`config.mk`:
```
export PLATFORM = sky130hd
export DESIGN_NAME = wb_master_bridge_flat
export DESIGN_NICKNAME = d
export VERILOG_FILES = /design/src/rtl/wb_master_bridge_pkg.sv /design/src/rtl/wb_master_bridge_if.sv /design/src/rtl/wb_master_bridge_timeout_cnt.sv /design/src/rtl/wb_master_bridge.sv /design/src/flat_wrapper.sv
export SDC_FILE = /design/constraint.sdc
export NUM_CORES = 1
export LEC_CHECK = 0
export BUFFER_PORTS_ARGS = -buffer_cell sky130_fd_sc_hd__buf_4
export CORE_MARGIN = 5
export CORE_UTILIZATION = 40
export DETAILED_ROUTE_END_ITERATION = 10
export GPL_ROUTABILITY_DRIVEN = 0
export GPL_TIMING_DRIVEN = 0
export HOLD_SLACK_MARGIN = 0.08
export PLACE_DENSITY = 0.72
export SETUP_SLACK_MARGIN = 0.5
export SYNTH_ARGS = -nofsm -noshare
export SYNTH_HDL_FRONTEND = slang
export SYNTH_HIERARCHICAL = 1
export SYNTH_SLANG_ARGS = --single-unit
```
`constraint.sdc`:
```
create_clock -name clk -period 1.82 [get_ports clk]
set_input_delay 0.455 -clock clk [delete_from_list [all_inputs] [get_ports clk]]
set_output_delay 0.455 -clock clk [all_outputs]
set_load 0.05 [all_outputs]
```
`src/rtl/wb_master_bridge_pkg.sv`:
```
// Shared types and helpers for the J1-to-Wishbone master bridge.
// Holds the FSM state encoding and the timeout counter width helper.
package wb_bridge_pkg;

  typedef enum logic [1:0] {
    IDLE = 2'd0,
    REQ  = 2'd1,
    WAIT = 2'd2
  } state_t;

  // Counter must be able to hold TIMEOUT; a zero or one timeout still needs one bit.
  function automatic int unsigned cnt_width(input int unsigned timeout);
    int unsigned w;
    w = $clog2(timeout + 1);
    return (w < 1) ? 1 : w;
  endfunction

endpackage

```
`src/rtl/wb_master_bridge_if.sv`:
```
// Wishbone classic pipelined bus bundle between the bridge (master) and an I/O slave.
interface wb_master_bridge_if #(
  parameter int AW = 16,
  parameter int DW = 16
);

  logic          wb_cyc;
  logic          wb_stb;
  logic          wb_we;
  logic [AW-1:0] wb_adr;
  logic [DW-1:0] wb_dat_o;
  logic [DW-1:0] wb_dat_i;
  logic          wb_ack;
  logic          wb_stall;

  modport master (
    output wb_cyc, wb_stb, wb_we, wb_adr, wb_dat_o,
    input  wb_dat_i, wb_ack, wb_stall
  );

  modport slave (
    input  wb_cyc, wb_stb, wb_we, wb_adr, wb_dat_o,
    output wb_dat_i, wb_ack, wb_stall
  );

endinterface

```
`src/rtl/wb_master_bridge_timeout_cnt.sv`:
```
// Bus-cycle watchdog: counts cycles while a transfer is open and flags the
// cycle on which the count reaches TIMEOUT, so cyc stays high exactly TIMEOUT cycles.
module wb_timeout_cnt
  import wb_bridge_pkg::*;
#(
  parameter int unsigned TIMEOUT = 15
) (
  input  logic clk,
  input  logic rst_n,
  input  logic clear_i,
  input  logic enable_i,
  output logic expired_o
);

  localparam int unsigned CW = cnt_width(TIMEOUT);
  localparam logic [CW-1:0] LAST = CW'(TIMEOUT - 1);

  logic [CW-1:0] cnt_q, cnt_d;

  always_comb begin
    cnt_d = cnt_q;
    if (clear_i) begin
      cnt_d = '0;
    end else if (enable_i) begin
      cnt_d = cnt_q + CW'(1);
    end
  end

  always_ff @(posedge clk or negedge rst_n) begin
    if (!rst_n) begin
      cnt_q <= '0;
    end else begin
      cnt_q <= cnt_d;
    end
  end

  assign expired_o = enable_i & (cnt_q == LAST);

endmodule

```
`src/rtl/wb_master_bridge.sv`:
```
// Turns single-beat J1 CPU I/O requests into Wishbone classic pipelined cycles,
// one transfer in flight, honouring stall and aborting on a missing ack.
module wb_master_bridge
  import wb_bridge_pkg::*;
#(
  parameter int unsigned AW      = 16,
  parameter int unsigned DW      = 16,
  parameter int unsigned TIMEOUT = 15
) (
  input  logic          clk,
  input  logic          rst_n,
  input  logic          cpu_req_i,
  output logic          cpu_ready_o,
  input  logic          cpu_we_i,
  input  logic [AW-1:0] cpu_adr_i,
  input  logic [DW-1:0] cpu_wdat_i,
  output logic          cpu_rsp_o,
  output logic          cpu_err_o,
  output logic [DW-1:0] cpu_rdat_o,
  wb_master_bridge_if.master wb
);

  state_t        state_q, state_d;
  logic          cyc_q, cyc_d;
  logic          stb_q, stb_d;
  logic          we_q, we_d;
  logic [AW-1:0] adr_q, adr_d;
  logic [DW-1:0] wdat_q, wdat_d;
  logic          rsp_q, rsp_d;
  logic          err_q, err_d;
  logic [DW-1:0] rdat_q, rdat_d;

  logic accept;
  logic taken;
  logic ack_ok;
  logic expired;
  logic cnt_clear;
  logic cnt_en;

  assign cpu_ready_o = (state_q == IDLE);
  assign accept      = cpu_req_i & cpu_ready_o;
  assign taken       = (state_q == REQ) & ~wb.wb_stall;
  // An ack only counts once the slave has actually taken the strobe.
  assign ack_ok      = wb.wb_ack & (taken | (state_q == WAIT));
  assign cnt_clear   = accept;
  assign cnt_en      = (state_q == REQ) | (state_q == WAIT);

  generate
    if (TIMEOUT > 0) begin : g_timeout
      wb_timeout_cnt #(
        .TIMEOUT (TIMEOUT)
      ) u_timeout_cnt (
        .clk       (clk),
        .rst_n     (rst_n),
        .clear_i   (cnt_clear),
        .enable_i  (cnt_en),
        .expired_o (expired)
      );
    end else begin : g_no_timeout
      assign expired = 1'b0;
    end
  endgenerate

  always_comb begin
    state_d = state_q;
    cyc_d   = cyc_q;
    stb_d   = stb_q;
    we_d    = we_q;
    adr_d   = adr_q;
    wdat_d  = wdat_q;
    rsp_d   = 1'b0;
    err_d   = 1'b0;
    rdat_d  = rdat_q;

    case (state_q)
      IDLE: begin
        if (accept) begin
          we_d    = cpu_we_i;
          adr_d   = cpu_adr_i;
          wdat_d  = cpu_wdat_i;
          cyc_d   = 1'b1;
          stb_d   = 1'b1;
          state_d = REQ;
        end
      end
      REQ, WAIT: begin
        if (taken) begin
          stb_d   = 1'b0;
          state_d = WAIT;
        end
        // Ack beats a simultaneous timeout so late data is never thrown away.
        if (ack_ok) begin
          cyc_d   = 1'b0;
          stb_d   = 1'b0;
          rsp_d   = 1'b1;
          if (!we_q) begin
            rdat_d = wb.wb_dat_i;
          end
          state_d = IDLE;
        end else if (expired) begin
          cyc_d   = 1'b0;
          stb_d   = 1'b0;
          rsp_d   = 1'b1;
          err_d   = 1'b1;
          state_d = IDLE;
        end
      end
      default: begin
        state_d = IDLE;
        cyc_d   = 1'b0;
        stb_d   = 1'b0;
      end
    endcase
  end

  always_ff @(posedge clk or negedge rst_n) begin
    if (!rst_n) begin
      state_q <= IDLE;
      cyc_q   <= 1'b0;
      stb_q   <= 1'b0;
      we_q    <= 1'b0;
      adr_q   <= '0;
      wdat_q  <= '0;
      rsp_q   <= 1'b0;
      err_q   <= 1'b0;
      rdat_q  <= '0;
    end else begin
      state_q <= state_d;
      cyc_q   <= cyc_d;
      stb_q   <= stb_d;
      we_q    <= we_d;
      adr_q   <= adr_d;
      wdat_q  <= wdat_d;
      rsp_q   <= rsp_d;
      err_q   <= err_d;
      rdat_q  <= rdat_d;
    end
  end

  assign wb.wb_cyc   = cyc_q;
  assign wb.wb_stb   = stb_q;
  assign wb.wb_we    = we_q;
  assign wb.wb_adr   = adr_q;
  assign wb.wb_dat_o = wdat_q;
  assign cpu_rsp_o   = rsp_q;
  assign cpu_err_o   = err_q;
  assign cpu_rdat_o  = rdat_q;

endmodule

```
`src/flat_wrapper.sv`:
```
// flat-port wrapper written by rule: the top's interface ports become plain ports
module wb_master_bridge_flat import wb_bridge_pkg::*;
#(
  parameter int unsigned AW      = 16,
  parameter int unsigned DW      = 16,
  parameter int unsigned TIMEOUT = 15
)
  (clk, rst_n, cpu_req_i, cpu_ready_o, cpu_we_i, cpu_adr_i, cpu_wdat_i, cpu_rsp_o, cpu_err_o, cpu_rdat_o, wb_wb_cyc, wb_wb_stb, wb_wb_we, wb_wb_adr, wb_wb_dat_o, wb_wb_dat_i, wb_wb_ack, wb_wb_stall);
  wb_master_bridge_if #(.AW(AW), .DW(DW)) wb_i ();
  input  logic clk;
  input  logic rst_n;
  input  logic cpu_req_i;
  output logic cpu_ready_o;
  input  logic cpu_we_i;
  input  logic [AW-1:0] cpu_adr_i;
  input  logic [DW-1:0] cpu_wdat_i;
  output logic cpu_rsp_o;
  output logic cpu_err_o;
  output logic [DW-1:0] cpu_rdat_o;
  output wire logic [$bits(wb_i.wb_cyc)-1:0] wb_wb_cyc;
  output wire logic [$bits(wb_i.wb_stb)-1:0] wb_wb_stb;
  output wire logic [$bits(wb_i.wb_we)-1:0] wb_wb_we;
  output wire logic [$bits(wb_i.wb_adr)-1:0] wb_wb_adr;
  output wire logic [$bits(wb_i.wb_dat_o)-1:0] wb_wb_dat_o;
  input wire logic [$bits(wb_i.wb_dat_i)-1:0] wb_wb_dat_i;
  input wire logic [$bits(wb_i.wb_ack)-1:0] wb_wb_ack;
  input wire logic [$bits(wb_i.wb_stall)-1:0] wb_wb_stall;
  assign wb_wb_cyc = wb_i.wb_cyc;
  assign wb_wb_stb = wb_i.wb_stb;
  assign wb_wb_we = wb_i.wb_we;
  assign wb_wb_adr = wb_i.wb_adr;
  assign wb_wb_dat_o = wb_i.wb_dat_o;
  assign wb_i.wb_dat_i = wb_wb_dat_i;
  assign wb_i.wb_ack = wb_wb_ack;
  assign wb_i.wb_stall = wb_wb_stall;
  wb_master_bridge #(.AW(AW), .DW(DW), .TIMEOUT(TIMEOUT)) u_core (.clk(clk), .rst_n(rst_n), .cpu_req_i(cpu_req_i), .cpu_ready_o(cpu_ready_o), .cpu_we_i(cpu_we_i), .cpu_adr_i(cpu_adr_i), .cpu_wdat_i(cpu_wdat_i), .cpu_rsp_o(cpu_rsp_o), .cpu_err_o(cpu_err_o), .cpu_rdat_o(cpu_rdat_o), .wb(wb_i));
endmodule
```
; Word level (Yosys, flattened, before mapping)
; Index checks and enable logic that the tools add are counted.
; Widths: inputs -> output; s select.
[word_totals]
ff_bits = 59
latch_bits = 0
mem_bits_rw = 0
romBits = 0
out_inout_bits = 54
word_cells = 52
mem_count = 0
[classes]
n_addsub = 1
multipliers = 0
div = 0
n_lt_le_gt_ge = 0
n_eq_ne = 6
shifts = 0
n_mux = 20
bitwise = 8
reduce_logical = 7
[ops]
columns = operator, n
row1 = $mux 1, 11
row2 = $mux 2, 4
row3 = $mux 4, 2
row4 = $reduce_and 2->1, 3
row5 = $add 4x1->4 const B, 1
row6 = $and 1x1->1, 4
row7 = $eq 4x4->1 const B, 1
row8 = $ne 4x1->1 const B, 1
row9 = $pmux 1 s2, 2
row10 = $pmux 2 s2, 1
row11 = $ne 3x1->1 const B, 1
row12 = $reduce_and 3->1, 1
row13 = $eq 2x1->1 const B, 1
row14 = $eq 2x2->1 const B, 1
row15 = $logic_not 2->1, 1
row16 = $ne 2x2->1 const B, 1
row17 = $not 1->1, 2
row18 = $or 1x1->1, 2
row19 = $reduce_bool 2->1, 1
row20 = $reduce_or 2->1, 1

; Depth between registers and ports, before layout
; Gate-level depths: netlist (run 1).
[depth]
ltp_word = 6
mapped_depth = 7

; Cells and area by module
; The synthesis (run 1) kept the hierarchy.
[by_module_without_submodules]
columns = mod, instances, cells_per_inst, area_each_um2
row1 = wb_master_bridge, 1, 140, 2230.9
row2 = wb_timeout_cnt, 1, 20, 222.7

; Least setup slack after synthesis (run 1)
; OpenSTA, ideal clock, no wires.
[synth_timing]
kind = register to register
from = reg u_core.state_q[0]
to = reg u_core.g_timeout.u_timeout_cnt.cnt_q[3]
setup_ns = 0.125
arrival_ns = 1.916
required_ns = 1.695
path_slack_ns = -0.221
stages_incl_launch_ff = 8
period_less_slack_ns = 2.041
path_cell_list = dfrtp_1 > inv_1 > ha_1 > nand2_1 > buf_2 > inv_1 > nor2_1 > mux2_4
[synth_between]
elab_chain_cells = 3
elab_cells_between_ends = 7
cone_classes = eq/ne (2) / mux (1) / bitwise (2) / reduce/logical (2)
[synth_lines]
columns = item, line_no
row1 = start: declaration, wb_master_bridge.sv:23  ; state_t state_q, state_d;
row2 = start signal: assignment, wb_master_bridge.sv:128  ; state_q <= state_d;
row3 = $logic_not 2->1 *, wb_master_bridge.sv:40  ; assign cpu_ready_o = (state_q == IDLE);
row4 = net cpu_ready_o, flat_wrapper.sv:13  ; output logic cpu_ready_o;
row5 = $and 1x1->1 *, wb_master_bridge.sv:41  ; assign accept = cpu_req_i & cpu_ready_o;
row6 = net u_core.accept, wb_master_bridge.sv:33  ; logic accept;
row7 = $mux 4 / $reduce_bool 2->1 (equally long branches), -
row8 = end signal: assignment, wb_master_bridge_timeout_cnt.sv:33  ; cnt_q <= cnt_d;
row9 = end: declaration, wb_master_bridge_timeout_cnt.sv:18  ; logic [CW-1:0] cnt_q, cnt_d;
; Mark *: on every way through the listed nets, which the timed path passes. The rest lies on a longest branch.
; A chain may end at the register's enable or synchronous reset.

; Worst setup path in the final report (run 1)
[layout_timing]
from = reg u_core.state_q[1]
to = reg u_core.state_q[0]
[layout_between]
elab_chain_cells = 6
elab_cells_between_ends = 16
cone_classes = eq/ne (4) / mux (3) / bitwise (6) / reduce/logical (3)
[layout_lines]
columns = item, line_no
row1 = $eq 2x1->1 / $eq 2x2->1 (equally long branches), wb_master_bridge.sv:46  ; assign cnt_en = (state_q == REQ) | (state_q == WAIT);
row2 = $or 1x1->1 *, wb_master_bridge.sv:46
row3 = net u_core.cnt_en, wb_master_bridge.sv:38  ; logic cnt_en;
row4 = $and 1x1->1 *, wb_master_bridge_timeout_cnt.sv:37  ; assign expired_o = enable_i & (cnt_q == LAST);
row5 = net u_core.expired, wb_master_bridge.sv:36  ; logic expired;
row6 = $mux 2, wb_master_bridge.sv:100  ; end else if (expired) begin
row7 = $mux 2, wb_master_bridge.sv:92  ; if (ack_ok) begin
row8 = $pmux 2 s2, wb_master_bridge.sv:75  ; case (state_q)
; Marked as above.

==> results.yml, run 1 <==
run_status:
  status: "completed"
sta:
  finalCriticalPeriod_ns: 1.819
  max_freq_mhz: 549.7
  maxSlewHeadroom: 0.5042
  skew_ns: 0.009393
  max_slew.worst_pin.slew_ns: 0.7437
  slew_viol_final: 0
  fin_tns_setup_ns: 0
  rsz0062_at_grt: "true"
  finalHoldViolCount: 0
  fin_crit_sh: 0.9995
  setup_viol_count_final: 0
  whs_ns: 0.1935
cts:
  insertion_delay_ns: 0.33
  htreeDepth: 3
  cts_hold_buf: 0
  cts_buffers: 9
  cts.sinks: 59
  clkTransAtPathRegs_ns: 0.07
  tritoncts: "built"
  root_buffer: "clkbuf_8"
  clk_path_buf_depth: 2
setup_path:
  setup.worst_path.start_class: "flop"
  startpoint: "u_core/state_q[1]"
  path_max_fanout: 3
  required_ns: 2.03
  crit_path_end_kind: "flop"
  worstSetupPathType: "reg -> reg"
  cp.arrival_ns: 2.03
  rr_startpoint: "u_core/state_q[1]"
finish:
  fillers: 372
  diodes: 0
  syn_to_final_growth_pct: 80.88
  final_cells: 400
  drive_gt1_frac: 0.7292
  fin_nets: 380
  fin_area_um2: 4438
synthesis:
  synth_edf_count: 0
  syn-cell-area_um2: 2454
  synth_seq_cells: 59
  synth_commonest_cells: "dfrtp_1, mux2_2, mux2_4"
  yosysTopAreaCell: "dfrtp_1"
  ys_types: 29
  yosysWarningCount: 6
  async_reset_ff_frac: 1.000
  synth_nets: 220
  synthCells: 160
  post-synth-top-count-cell: "dfrtp_1"
  yosysTopAreaCellShare: 0.6017
  ys_seq_area_frac: 0.6017
  synth_area_leaders: "dfrtp_1, mux2_2, mux2_4"
  ys.flop_type: "dfrtp_1"
  syn_avg_cell_area_um2: 15.34
floorplanning:
  die_h_um: 88.32
  dieArea_um2: 7800
  rows: 28
  coreArea_um2: 5956
  die_width_um: 88.32
  io_pins: 108
  start_util: 0.4120
routing:
  wl_um: 6667
  wl_per_cell_um: 16.67
  firstDrtPassIters: 4
  vias_per_cell: 4.650
  drt_iter0_drc: 29
  vias: 1860
  drtAntennaViolNets: 0
  drc: 0
global_routing:
  grt_overflow_total: 0
  grt.total_usage: 0.1633
  grt_first_pass_wirelength_um: 9742
  grt_pass1_vias: 2011
  grt_start_max_net_pins: 60
  grt_antenna_before_repair: 0
min_path:
  hp-class: "in -> async"
power:
  ir_drop_v: 0.001457
  power_mw: 10.57
  power.density_nw_per_um2: 2383
  leakage_nw: 2.302
placement:
  port_buffers: 107
  dp.cells: 342
  place_area_um2: 3413
  dp_hpwl_um: 3954
flow_run:
  max-cap-violations: 0
==> layout make-up <==
type | count | area, µm² | share of cell area
Multi-Input combinational cell | 89 | 1154 | 0.2599
Sequential cell | 59 | 1476 | 0.3327
Clock buffer | 11 | 151.4 | 0.03411
Clock inverter | 5 | 75.07 | 0.01692
Tap cell | 75 | 93.84 | 0.02114
Buffer | 4 | 70.07 | 0.01579
Inverter | 8 | 33.78 | 0.007612
Timing Repair Buffer | 149 | 1384 | 0.3118
==> through the flow <==
| step | worst slack [ns] | util |
|---|---|---|
| floorplan | -0.02537 | - |
| global placement | -0.1720 | 0.5731 |
| detailed placement | -0.1805 | 0.5731 |
| CTS | -0.02679 | 0.7055 |
| global route | -0.05765 | 0.7452 |
| finish | 0.0009117 | 0.7452 |
==> timing repair <==
item,in CTS,in global routing
buffers inserted,21,19
endpoints found under the setup margin,106,112
gates cloned,2,0
pin swaps,5,4
gates resized for setup,93,23
==> worst paths after layout <==
check                                  endpoint  slack [ns]  cells past startpoint
max in group asynchronous  u_core/cpu_rdat_o[2]        1.13                      1
max                           u_core/state_q[0]      0.0009                      6
max reg2reg                   u_core/state_q[0]      0.0009                      6
min                            u_core/wb.wb_cyc        0.19                      1
min reg2reg                 u_core/wb.wb_adr[3]        0.53                      1
min in group clk           u_core/cpu_rdat_o[5]        0.35                      2
==> layout by cell type, fill, tap and decap left out, types with 2 or more instances in the layout <==
master and instances:
nor2_1 2, inv_2 2, buf_16 2, nand2_1 2
clkinv_2 3, clkbuf_8 11, ha_1 5, buf_8 3
or2b_1 2, buf_12 2, nand3b_1 2, mux2_4 50
bufinv_16 2, dfrtp_1 59, buf_4 88, inv_1 5
buf_6 58
==> power by group <==
group | leakage (nW) | internal, mW | switching, mW
clock | 0.119 | 0.839 | 0.515
combinational | 1.47 | 3.28 | 3.48
sequential | 0.712 | 1.97 | 0.493
==> layer usage <==
metal / GRT usage / up-vias / part of all wire
met3: 0.05959 / 6 / 0.090
li1: - / 878 / -
met2: 0.2529 / 75 / 0.48
met4: 0.06593 / 0 / 0.0088
met5: 0 / - / 0
met1: 0.2082 / 901 / 0.42
==> cell families after synthesis <==
family,Yosys count,synth area share
multiplexers,50,0.2463
XOR/XNOR,1,0.003570
buffers and inverters,12,0.02295
flip-flops,59,0.6017
adder cells (fa/ha/maj),6,0.03060
AO/OA/AOI/OAI,13,0.04641
AND/OR/NAND/NOR,19,0.04845
==> critical path, stage by stage, from the launching register on <==
cell and delay [ns]:
dfrtp_1 0.38, inv_2 0.07, ha_4 0.26, and4_1 0.20
and2b_2 0.24, a32oi_2 0.23, mux2_4 0.33
==> sequential cells by signal (all words and copies together), names as in the netlist <==
register and count:
u_core/wb.wb_stb 1, u_core/cpu_rdat_o 16, u_core/state_q 2, u_core/wb.wb_adr 16, u_core/wb.wb_cyc 1, u_core/cpu_err_o 1
u_core/cpu_rsp_o 1, u_core/wb.wb_we 1, u_core/g_timeout.u_timeout_cnt/cnt_q 4, u_core/wb.wb_dat_o 16
Power figures use the tool's default switching activity.
==> run 2, diff against run 1 <==
- CORE_UTILIZATION: 40 -> 42
- PLACE_DENSITY: 0.72 -> 0.75
==> run 2 against run 1 <==
Effect of this change:
- the flow now finishes with violations (negative setup slack)
- sequential share of layout area decreased by 0.77 points
- register-to-register slack lost 0.02 ns
- final cell count is 0.50% higher
- cell area increased by 2.4%
- sequential cell count unchanged
- core utilization grew 6.5 points
- largest cell class is now non-clock buffers
- largest power group unchanged
==> results.yml, run 2 (synthesized netlist as in run 1, its figures left out) <==
finish:
  fin_nets: 385
  final_common_cell: "buf_4"
  diodes: 0
  most-common-layout-cells: "buf_4, buf_6, dfrtp_1, mux2_4, clkbuf_8"
  fillers: 295
  final_core_util: 0.8101
  drive_gt1_frac: 0.7333
  syn_to_final_growth_pct: 85.16
cts:
  cts.sinks: 59
  clkTransAtPathRegs_ns: 0.07
  cts_hold_buf: 0
  insertion_delay_ns: 0.33
  clk_path_buf_depth: 2
  tritoncts: "built"
  root_buffer: "clkbuf_8"
  htreeDepth: 3
  cts_buffers: 9
setup_path:
  rrSetupSlack_ns: -0.02
  crit_end: "u_core/state_q[0]"
  crit_chain: "inv_2 > ha_4 > and4_4 > and2b_2 > a32oi_2 > mux2_4"
  required_ns: 2.04
  worst_path_max_delay_cell: "dfrtp_1"
  cp.arrival_ns: 2.06
  r2r-end: "u_core/state_q[0]"
  setup.worst_path.start_class: "flop"
  startpoint: "u_core/state_q[1]"
  rr_startpoint: "u_core/state_q[1]"
  slowest_delay_ns: 0.37
  crit_path_end_kind: "flop"
  reg2reg_depth: 6
  path_max_fanout: 3
  worstSetupPathType: "reg -> reg"
sta:
  worst_slack_ns: -0.01763
  maxSlewHeadroom: 0.5065
  slew_viol_final: 0
  finalHoldViolCount: 0
  max_slew.worst_pin.slew_ns: 0.7403
  max_freq_mhz: 544.2
  finalCriticalPeriod_ns: 1.838
  fin_crit_sh: 1.010
  skew_ns: 0.01132
  setup_viol_count_final: 1
  rsz0062_at_grt: "true"
global_routing:
  grt_first_pass_wirelength_um: 10730
  grt_overflow_total: 0
  grt_start_max_net_pins: 60
  grt_antenna_before_repair: 0
  grt.total_usage: 0.1880
  grt_pass1_vias: 2060
placement:
  port_buffers: 107
  pre_cts_ws_ns: -0.1724
  dp_hpwl_um: 4166
routing:
  met3_length_um: 558
  vias: 1966
  drc: 0
  wirelength_met1_um: 3082
  firstDrtPassIters: 5
  wl_per_cell_um: 18.82
  wl_um: 7566
  drtAntennaViolNets: 0
  top_layer: "met4"
  wl_met2_um: 3861
  drt_iter0_drc: 33
  vias_per_cell: 4.891
power:
  leakage_nw: 2.338
  ir_drop_v: 0.001258
  power.density_nw_per_um2: 2328
flow_run:
  max-cap-violations: 0
floorplanning:
  die_h_um: 86.43
  io_pins: 108
  rows: 27
  die_width_um: 86.43
  coreArea_um2: 5608
  start_util: 0.4375
  dieArea_um2: 7470
run_status:
  violations: "negative setup slack"
  status: "finished, violations left"
min_path:
  hp-class: "in -> async"
-- run 2: layout make-up --
| cell class | instances | area (µm²) | area share |
|---|---|---|---|
| inverter | 8 | 42.54 | 0.009364 |
| multi-input combinational | 89 | 1157 | 0.2548 |
| tap | 72 | 90.09 | 0.01983 |
| timing repair buffer | 154 | 1518 | 0.3341 |
| clock inverter | 3 | 20.02 | 0.004406 |
| clock buffer | 13 | 178.9 | 0.03938 |
| sequential | 59 | 1476 | 0.3250 |
| buffer | 4 | 60.06 | 0.01322 |
-- run 2: how the worst min path moves through the flow --
stage	slack, ns	cells after the start	start	end
after global routing	0.24	1	rst_n	u_core/wb.wb_dat_o[13]
after CTS	0.20	1	rst_n	u_core/wb.wb_adr[0]
after floorplan	0.16	0	rst_n	u_core/cpu_err_o
final	0.19	1	rst_n	u_core/wb.wb_stb
after detailed placement	0.49	1	u_core/wb.wb_adr[8]	u_core/wb.wb_adr[8]
after global placement	0.49	1	u_core/wb.wb_adr[4]	u_core/wb.wb_adr[4]
-- run 2: timing repair --
item                       4_1_cts  5_1_grt
setup endpoints to repair      106      110
cloned                           4        0
resized for setup               78       46
pin swaps                        6        5
setup buffers                   28       15
-- run 2: critical path: cells and delay by family, from the launching register on --
family          cells  cell delay, ns
simple gates        2            0.47
flops               1            0.37
mux                 1            0.32
fa+ha+maj           1            0.27
compound gates      1            0.22
buf+inv             1            0.07
-- run 2: where the power goes --
part | internal, mW | total, mW | switching [mW]
sequential | 1.97 | 2.46 | 0.491
combinational | 3.36 | 6.96 | 3.61
clock | 0.640 | 1.15 | 0.512
total | 5.97 | 10.6 | 4.61
-- run 2: routing by layer --
layer | vias up | GRT usage
met1 | 979 | 0.2322
met5 | - | 0
met4 | 0 | 0.05666
li1 | 894 | -
met2 | 86 | 0.3081
met3 | 7 | 0.06844
-- run 2: metrics by stage --
| stage | instance area, µm² | std cells | TNS, ns | power [mW] | hold slack [ns] |
|---|---|---|---|---|---|
| after floorplan | 2516 | 160 | -0.02537 | 5.896 | 0.1594 |
| after global placement | 3410 | 339 | -0.5360 | 7.241 | 0.4880 |
| after detailed placement | 3410 | 339 | -0.6519 | 7.329 | 0.4943 |
| after CTS | 4263 | 387 | 0 | 9.841 | 0.2035 |
| after global routing | 4543 | 402 | -0.06872 | 11.01 | 0.2368 |
| final | 4543 | 402 | -0.01763 | 10.58 | 0.1874 |
==> run 3, diff against run 2 <==
- CORE_ASPECT_RATIO: unset -> 0.7
==> run 3 against run 2 <==
Effect of this change:
- the run now ends clean
- die area rose by 0.34%
- highest routed layer unchanged
- global-route usage down 0.62 points
- setup slack improved by 0.029 ns
- register-to-register slack better by 0.03 ns
- fmax grew 1.6%
- cell area up 2.7%
- final cell count up 2.2%
- sequential share of layout area down 0.85 points
- clock-buffer cell count fell by 1
- critical path depth grew 1
- sequential power about the same
==> results.yml, run 3 (synthesized netlist as in run 1, its figures left out) <==
run_status:
  status: "completed"
sta:
  slew_viol_final: 0
  worst_slack_ns: 0.01118
  max_slew.worst_pin.slew_ns: 0.7349
  whs_ns: 0.1822
  maxSlewHeadroom: 0.5101
  setup_viol_count_final: 0
  fin_crit_sh: 0.9939
  finalCriticalPeriod_ns: 1.809
  skew_ns: 0.004794
  rsz0062_at_grt: "true"
  finalHoldViolCount: 0
  fin_tns_setup_ns: 0
  max_freq_mhz: 552.8
power:
  power_mw: 10.99
  leakage_nw: 2.404
  power.density_nw_per_um2: 2357
  ir_drop_v: 0.001310
global_routing:
  grt_start_max_net_pins: 60
  grtUsageMet3: 0.08247
  met1_usage: 0.2154
  grt_pass1_vias: 2114
  grt_overflow_total: 0
  grt_first_pass_wirelength_um: 10390
  grt_antenna_before_repair: 0
  grt_busiest_layer: "met2"
  grt.total_usage: 0.1818
  use_met2: 0.3065
routing:
  vias_per_cell: 4.715
  wl_per_cell_um: 17.26
  wl_um: 7093
  vias: 1938
  firstDrtPassIters: 4
  drtAntennaViolNets: 0
  drc: 0
  drt_iter0_drc: 69
setup_path:
  required_ns: 2.03
  critPathBufInv: 4
  slowest_delay_ns: 0.38
  crit_path_end_kind: "flop"
  cp.arrival_ns: 2.02
  setup.worst_path.start_class: "flop"
  reg2reg_depth: 7
  cp.depth: 7
  path_max_fanout: 5
  crit_chain: "inv_2 > buf_4 > ha_1 > o2111ai_4 > buf_12 > buf_8 > mux2_4"
  crit_family: "buffers and inverters"
  worstSetupPathType: "reg -> reg"
  worst_path_max_delay_cell: "dfrtp_1"
cts:
  tritoncts: "built"
  cts_buffers: 9
  htreeDepth: 3
  clkTransAtPathRegs_ns: 0.07
  insertion_delay_ns: 0.32
  root_buffer: "clkbuf_8"
  clk_path_buf_depth: 2
  cts.sinks: 59
finish:
  fin_nets: 391
  fillers: 305
  final_common_cell: "buf_4"
  fin_area_um2: 4664
  diodes: 0
  drive_gt1_frac: 0.7381
  most-common-layout-cells: "buf_4, buf_6, dfrtp_1, mux2_4, clkbuf_8"
  syn_to_final_growth_pct: 90.11
min_path:
  hp-class: "in -> async"
floorplanning:
  die_h_um: 73.95
  io_pins: 108
  dieArea_um2: 7495
  start_util: 0.4306
  coreArea_um2: 5698
  die_width_um: 101.4
  rows: 23
placement:
  pre_cts_ws_ns: -0.1930
  dp_hpwl_um: 4088
  port_buffers: 107
  place_area_um2: 3413
flow_run:
  max-cap-violations: 0
run 3: worst paths after layout:
check	end	start	slack, ns
min reg2reg	u_core/wb.wb_stb	u_core/wb.wb_stb	0.52
min in group clk	u_core/cpu_rdat_o[3]	wb_wb_dat_i[3]	0.36
max reg2reg	u_core/cpu_rdat_o[9]	u_core/state_q[0]	0.01
max in group asynchronous	u_core/wb.wb_adr[11]	rst_n	1.14
min	u_core/cpu_rdat_o[4]	rst_n	0.18
max	u_core/cpu_rdat_o[9]	u_core/state_q[0]	0.01
run 3: power breakdown:
part	switching, mW	internal [mW]	leakage (nW)
clock	0.503	0.949	0.117
combinational	3.59	3.51	1.58
sequential	0.474	1.97	0.712
run 3: routing by layer:
metal / wire length (µm) / share of wire
met4: 36 / 0.0051
met1: 2833 / 0.40
met3: 622 / 0.088
met5: 0 / 0
met2: 3600 / 0.51
run 3: cell type report:
| cell class | instances | area [µm²] | area share |
|---|---|---|---|
| repair buffers | 160 | 1598 | 0.3425 |
| flip-flops and latches | 59 | 1476 | 0.3165 |
| multi-input cells | 89 | 1155 | 0.2476 |
| clock buffers | 12 | 145.1 | 0.03112 |
| clock inverters | 4 | 97.59 | 0.02092 |
| well taps | 75 | 93.84 | 0.02012 |
| plain buffers | 4 | 65.06 | 0.01395 |
| inverters | 8 | 33.78 | 0.007242 |
run 3: what timing repair did:
action,4_1_cts,5_1_grt
hold buffers,0,0
resized for setup,109,11
cloned,4,0
hold endpoints to repair,0,0
setup endpoints to repair,109,111
pin swaps,5,6
buffers inserted,27,22
run 3: per-stage QoR:
stage	instances	util
after floorplan	160	-
after detailed placement	342	0.5990
after CTS	389	0.7787
after global placement	342	0.5990
after global routing	411	0.8186
final	411	0.8186
